$ cat src/rtl/decode_stage.sv
// RV32I decode stage: main/ALU decoders, immediate extender and the ID/EX
// pipeline register feeding the execute stage one cycle later.
module decode_stage (
  input  logic        clk,
  input  logic        reset,
  input  logic [31:0] InstrD,
  input  logic [31:0] PCD,
  input  logic [31:0] PCPlus4D,
  input  logic [31:0] RD1D,
  input  logic [31:0] RD2D,
  output logic        RegWriteE,
  output logic        MemWriteE,
  output logic        JumpE,
  output logic        BranchE,
  output logic        ALUSrcE,
  output logic [1:0]  ResultSrcE,
  output logic [2:0]  ALUControlE,
  output logic [4:0]  RdE,
  output logic [31:0] PCE,
  output logic [31:0] RD1E,
  output logic [31:0] RD2E,
  output logic [31:0] ImmExtE,
  output logic [31:0] PCPlus4E
);

  logic [6:0]  op_s;
  logic [2:0]  funct3_s;
  logic        funct7b5_s;
  logic [1:0]  imm_src_s;
  logic [1:0]  alu_op_s;

  logic        reg_write_d, mem_write_d, jump_d, branch_d, alu_src_d;
  logic [1:0]  result_src_d;
  logic [2:0]  alu_control_d;
  logic [31:0] imm_ext_d;

  logic        reg_write_q, mem_write_q, jump_q, branch_q, alu_src_q;
  logic [1:0]  result_src_q;
  logic [2:0]  alu_control_q;
  logic [4:0]  rd_q;
  logic [31:0] pc_q, rd1_q, rd2_q, imm_ext_q, pc_plus4_q;

  assign op_s       = InstrD[6:0];
  assign funct3_s   = InstrD[14:12];
  assign funct7b5_s = InstrD[30];

  // Main decoder: unknown opcodes decode to an all-zero NOP.
  always_comb begin
    reg_write_d  = 1'b0;
    imm_src_d_default();
    alu_src_d    = 1'b0;
    mem_write_d  = 1'b0;
    result_src_d = 2'b00;
    branch_d     = 1'b0;
    alu_op_s     = 2'b00;
    jump_d       = 1'b0;
    imm_src_s    = 2'b00;
    case (op_s)
      7'b0000011: begin
        reg_write_d = 1'b1; alu_src_d = 1'b1; result_src_d = 2'b01;
      end
      7'b0100011: begin
        imm_src_s = 2'b01; alu_src_d = 1'b1; mem_write_d = 1'b1;
      end
      7'b0110011: begin
        reg_write_d = 1'b1; alu_op_s = 2'b10;
      end
      7'b1100011: begin
        imm_src_s = 2'b10; branch_d = 1'b1; alu_op_s = 2'b01;
      end
      7'b0010011: begin
        reg_write_d = 1'b1; alu_src_d = 1'b1; alu_op_s = 2'b10;
      end
      7'b1101111: begin
        reg_write_d = 1'b1; imm_src_s = 2'b11; result_src_d = 2'b10; jump_d = 1'b1;
      end
      default: begin
        reg_write_d = 1'b0;
      end
    endcase
  end

  function automatic void imm_src_d_default();
  endfunction

  // ALU decoder; subtract on funct3 000 only for R-type with funct7[5] set.
  always_comb begin
    alu_control_d = 3'b000;
    case (alu_op_s)
      2'b00: alu_control_d = 3'b000;
      2'b01: alu_control_d = 3'b001;
      2'b10: begin
        case (funct3_s)
          3'b000: begin
            if (op_s[5] && funct7b5_s) alu_control_d = 3'b001;
            else                       alu_control_d = 3'b000;
          end
          3'b010:  alu_control_d = 3'b101;
          3'b110:  alu_control_d = 3'b011;
          3'b111:  alu_control_d = 3'b010;
          default: alu_control_d = 3'b000;
        endcase
      end
      default: alu_control_d = 3'b000;
    endcase
  end

  // Immediate extender, sign taken from InstrD[31].
  always_comb begin
    imm_ext_d = 32'h0000_0000;
    case (imm_src_s)
      2'b00:   imm_ext_d = {{20{InstrD[31]}}, InstrD[31:20]};
      2'b01:   imm_ext_d = {{20{InstrD[31]}}, InstrD[31:25], InstrD[11:7]};
      2'b10:   imm_ext_d = {{20{InstrD[31]}}, InstrD[7], InstrD[30:25], InstrD[11:8], 1'b0};
      2'b11:   imm_ext_d = {{12{InstrD[31]}}, InstrD[19:12], InstrD[20], InstrD[30:21], 1'b0};
      default: imm_ext_d = 32'h0000_0000;
    endcase
  end

  // ID/EX register; reset inserts a bubble and overrides the load.
  always_ff @(posedge clk) begin
    if (reset) begin
      reg_write_q   <= 1'b0;
      mem_write_q   <= 1'b0;
      jump_q        <= 1'b0;
      branch_q      <= 1'b0;
      alu_src_q     <= 1'b0;
      result_src_q  <= 2'b00;
      alu_control_q <= 3'b000;
      rd_q          <= 5'd0;
      pc_q          <= 32'h0000_0000;
      rd1_q         <= 32'h0000_0000;
      rd2_q         <= 32'h0000_0000;
      imm_ext_q     <= 32'h0000_0000;
      pc_plus4_q    <= 32'h0000_0000;
    end else begin
      reg_write_q   <= reg_write_d;
      mem_write_q   <= mem_write_d;
      jump_q        <= jump_d;
      branch_q      <= branch_d;
      alu_src_q     <= alu_src_d;
      result_src_q  <= result_src_d;
      alu_control_q <= alu_control_d;
      rd_q          <= InstrD[11:7];
      pc_q          <= PCD;
      rd1_q         <= RD1D;
      rd2_q         <= RD2D;
      imm_ext_q     <= imm_ext_d;
      pc_plus4_q    <= PCPlus4D;
    end
  end

  assign RegWriteE   = reg_write_q;
  assign MemWriteE   = mem_write_q;
  assign JumpE       = jump_q;
  assign BranchE     = branch_q;
  assign ALUSrcE     = alu_src_q;
  assign ResultSrcE  = result_src_q;
  assign ALUControlE = alu_control_q;
  assign RdE         = rd_q;
  assign PCE         = pc_q;
  assign RD1E        = rd1_q;
  assign RD2E        = rd2_q;
  assign ImmExtE     = imm_ext_q;
  assign PCPlus4E    = pc_plus4_q;

endmodule

$ cat config.mk
export PLATFORM = sky130hd
export DESIGN_NAME = decode_stage
export DESIGN_NICKNAME = d
export VERILOG_FILES = /design/src/rtl/decode_stage.sv
export SDC_FILE = /design/constraint.sdc
export NUM_CORES = 1
export LEC_CHECK = 0
export CORE_AREA = 2 2 131 133
export CTS_CLUSTER_SIZE = 40
export DETAILED_ROUTE_END_ITERATION = 16
export DIE_AREA = 0 0 133 135
export GPL_TIMING_DRIVEN = 0
export PLACE_DENSITY_LB_ADDON = 0.25
export SYNTH_ARGS = -nofsm -noshare
export SYNTH_HDL_FRONTEND = slang
export SYNTH_SLANG_ARGS = --single-unit
$ cat constraint.sdc
create_clock -name clk -period 3.6 [get_ports clk]
set_input_delay 0.72 -clock clk [delete_from_list [all_inputs] [get_ports clk]]
set_output_delay 0.72 -clock clk [all_outputs]
set_load 0.01 [all_outputs]
# Word-level counts from Yosys, hierarchy flattened
# Index checks and enable logic that the tools add are counted.
[totals]
output_inout_bits = 175
word_cells = 45
inputBits = 162
register_bits = 175
[op_classes]
muxes = 12
reduce_logical = 6
eq_ne = 14
[ops]
columns = ["cell", "n"]
rows = [
  ["32-bit one-hot mux with 4 select lines", 1],
  ["7-bit by 6-bit equality test with 1-bit output (second input constant)", 2],
  ["7-bit equality test (second input constant)", 2],
  ["3-bit one-hot mux with 4 select lines", 1],
  ["2-bit one-hot mux with 2 select lines", 2],
  ["7-bit by 2-bit equality test with 1-bit output (second input constant)", 1],
  ["7-bit by 5-bit equality test with 1-bit output (second input constant)", 1],
  ["2-bit equality test (second input constant)", 3],
  ["3-bit equality test (second input constant)", 2],
  ["1-bit two-way mux", 6],
  ["2-bit one-hot mux with 3 select lines", 1],
  ["3-bit one-hot mux with 2 select lines", 1],
  ["2-bit by 1-bit equality test with 1-bit output (second input constant)", 2],
  ["4-bit OR reduction", 1],
  ["3-bit by 2-bit equality test with 1-bit output (second input constant)", 1],
  ["3-bit logical NOT", 1],
  ["3-bit OR reduction", 1],
  ["2-bit logical NOT", 1],
  ["2-bit OR reduction", 1],
  ["1-bit logical AND", 1],
]

# Longest topological paths before layout
[logic_depth]
depth_word = 5
mapped_depth = 7
ltp_nobuf = 6

# Least setup slack after synthesis
# No wires, ideal clock.
[synth_path]
kind = "in2reg"
start = "in InstrD[2]"
end = "reg alu_control_q[2] (netlist: ALUControlE[2])"
t_arrival_ns = 1.820
path_buffers = 0
path_slack_ns = 1.702
stages = 6
setup_time_ns = 0.078
t_required_ns = 3.522
cell_sequence = "nor2_1 nand3_2 ha_1 nor2_1 nand3_1 nor3_1"
[synth_via]
elab_chain_cells = 5
word_cells_on_any_way = 8
cone_classes = "eq/ne: 5; mux: 2; reduce/logical: 1"
[synth_lines]
columns = ["element", "line_no", "source"]
rows = [
  ["from (decl)", "6", "input logic [31:0] InstrD,"],
  ["7-bit by 5-bit equality test with 1-bit output or 7-bit by 6-bit equality test with 1-bit output (tied branches)", "58", "case (op_s)"],
  ["2-bit OR reduction (no source line)", "-", ""],
  ["2-bit one-hot mux with 2 select lines (*)", "58", ""],
  ["2-bit equality test or 2-bit by 1-bit equality test with 1-bit output (tied branches)", "89", "case (alu_op_s)"],
  ["3-bit one-hot mux with 2 select lines (*)", "89", ""],
  ["to (signal assigned)", "143", "alu_control_q <= alu_control_d;"],
  ["to (decl)", "39", "logic [2:0] alu_control_q;"],
]
# Every way passes the cells marked *; elsewhere a longest branch is shown, timed or not.
# A chain may end at the register's enable or synchronous reset.

# Worst setup path after layout
[layout_path]
start = "reg imm_ext_q[30] (netlist: ImmExtE[30])"
end = "out ImmExtE[30]"
[layout_rtl]
columns = ["element", "line_no", "source"]
rows = [
  ["from (decl)", "41", "logic [31:0] pc_q, rd1_q, rd2_q, imm_ext_q, pc_plus4_q;"],
  ["from (signal assigned)", "148", "imm_ext_q <= imm_ext_d;"],
  ["to (decl)", "22", "output logic [31:0] ImmExtE,"],
]
# No word-level cell between the ends.

==> flow_metrics.env <==
export IMPL_total_leakage_power_nw=3.54
export IMPL_synthTopCellsByArea="dfxtp_1 68%, nor2b_1 18%, buf_4 1.9%, a21o_1 1.3%, clkbuf_1 1.2%"
export IMPL_worstPathRequired_ns=2.88
export IMPL_min_period_ns=2.38
export IMPL_design_core_area_sq_um=16400
export IMPL_synth_cell_type_count=33
export IMPL_syn2layout_area_growth_pct=88.4
export IMPL_diodes=0
export IMPL_gp_congestion=0.764
export IMPL_track_usage=0.161
export IMPL_power_mw=4.25
export IMPL_clk_pin_slew_worst_paths_ns=0.07
export IMPL_synth_edf_count=0
export IMPL_whs_ns=0.839
export IMPL_hold_viol=0
export IMPL_num_io_pins=337
export IMPL_wl_per_cell_um=14.6
export IMPL_cts_resized=0
export IMPL_die_x_um=133
export IMPL_start_util=0.291
export IMPL_hold_class="in2reg"
export IMPL_max_freq_mhz=421
export IMPL_finalCritPeriodShare=0.660
export IMPL_grt_max_degree=17
export IMPL_cp_data_arrival_time_ns=1.66
export IMPL_cp_max_fo=12
export IMPL_cts_root_buffer="clkbuf_16"
export IMPL_vias_per_cell=4.04
export IMPL_cts_sinks=163
export IMPL_worst_pin_slew_ns=0.562
export IMPL_die_y_um=135
export IMPL_synthArstFlopShare=0
export IMPL_cts_buffer_depth=2
export IMPL_synth_most_common_cell="dfxtp_1"
export IMPL_postLayoutCoreUtil=0.548
export IMPL_num_vias=3975
export IMPL_synth_seq_cells=163
export IMPL_cts_setup_buffers=0
export IMPL_drc=0
export IMPL_drt_iter0_drc=88
export IMPL_crit_type="reg2out"
export IMPL_ys_warn_count=0
export IMPL_overflow=0
export IMPL_synth_top_area_frac=0.684
export IMPL_worstSetupStartpointType="flop"
export IMPL_peakVddDrop_uv=293
export IMPL_rsz0062_at_grt="no"
export IMPL_setup_tns_ns=0
export IMPL_cts_tree="built"
export IMPL_synth_commonest_cells="163 x dfxtp_1, 140 x nor2b_1, 15 x clkbuf_1, 12 x buf_4, 8 x a21o_1"
export IMPL_grt_pass1_vias=4150
export IMPL_p_per_area_nw_per_um2=472
export IMPL_dp_hpwl_um=11500
export IMPL_grt_pass1_wl_um=21600
export IMPL_dieArea_sq_um=18000
export IMPL_synth_flop_cell="dfxtp_1"
export IMPL_antenna_found_initial=1
export IMPL_postRouteAntennaNets=0
export IMPL_outcome="finished clean"
export IMPL_syn_instance_count=396
export IMPL_seq_area_frac_synth=0.684
export IMPL_dp_cells=952
export IMPL_drv_cap=0
export IMPL_netlist_area_sq_um=4770
export IMPL_nets=915
export IMPL_stdcell_count=984
export IMPL_setup_viol=0
export IMPL_maxSlewViolCount=0
export IMPL_whs_path_depth=2
export IMPL_wirelength_um=14300
export IMPL_layout_drive_gt1_share=0.0785
export IMPL_nFillCells=1386
export IMPL_hold_buffers=0
export IMPL_avgSynthCellArea_sq_um=12.1
export IMPL_critPathCaptureType="output port"
export IMPL_fp_row_count=47
export IMPL_h_tree_depth=4
export IMPL_synth_top_area_cell="dfxtp_1"
export IMPL_port_buffers=336
export IMPL_max_slew_margin_rel=0.624
export IMPL_cts_buffers=17
export IMPL_synth_net_count=560
export IMPL_dr_pass1_iters=4
[critical path, cell delays in order (launching register included)]
cell	delay, ns
dfxtp_1	0.53
buf_4	0.17
clkdlybuf4s50_1	0.54
[final timing paths]
path | to | slack (ns) | startpoint
worst max-delay path | ImmExtE[30] | 1.22 | ImmExtE[30]$_SDFF_PP0_
worst min-delay path | RD1E[3]$_SDFF_PP0_ | 0.84 | RD1D[3]
[metal layers]
metal | share of wire | vias to the layer above | global-route usage
met2 | 0.51 | 228 | 0.289
met3 | 0.13 | 26 | 0.0845
li1 | - | 1943 | -
met4 | 0.026 | 0 | 0.0741
met5 | 0 | - | 0
met1 | 0.34 | 1778 | 0.152
[sequential cells by signal (all words and copies together) (netlist names)]
register     cells
RdE              5
MemWriteE        1
RegWriteE        1
PCPlus4E        32
ALUSrcE          1
BranchE          1
PCE             32
ImmExtE         21
ResultSrcE       2
RD1E            32
RD2E            32
ALUControlE      3
[where the power goes]
part | switching (mW) | internal (mW)
Sequential | 0.0256 | 1.90
Clock | 0.778 | 0.993
Combinational | 0.182 | 0.372
Total | 0.985 | 3.26
[metrics by stage]
step	worst slack [ns]	cell area (sq um)
6_report	1.22	8990
5_1_grt	1.16	8990
4_1_cts	1.19	8990
3_5_place_dp	0.899	8410
3_3_place_gp	0.912	8410
2_1_floorplan	1.70	4770
[layout by cell type (no fill, tap or decap), types with 3 or more instances in the layout]
cell type,instances
inv_6,6
nor3_1,3
nand2b_1,4
a21o_1,8
a21oi_1,7
clkinv_4,3
clkbuf_1,15
clkbuf_16,17
nand3_1,6
o21ai_0,4
buf_4,12
inv_1,5
nor2_1,3
clkdlybuf4s50_1,336
buf_6,3
dfxtp_1,163
nor2b_1,140
[layout make-up]
cell class	instances	area, sq um	area share
Multi-Input combinational cell	198	1310	0.146
Sequential cell	163	3260	0.363
Clock inverter	14	141	0.0157
Inverter	5	18.8	0.00209
Tap cell	220	275	0.0306
Timing Repair Buffer	336	3360	0.374
Buffer	30	180	0.0200
Clock buffer	18	439	0.0488
[cell families after synthesis]
kind of cell    count (synthesis)  synth area share
fa+ha+maj                       2           0.00524
simple gates                  171             0.232
flops                         163             0.684
compound gates                 25            0.0375
buf+inv                        35            0.0417
No activity file was read; power rests on OpenSTA's default activity.
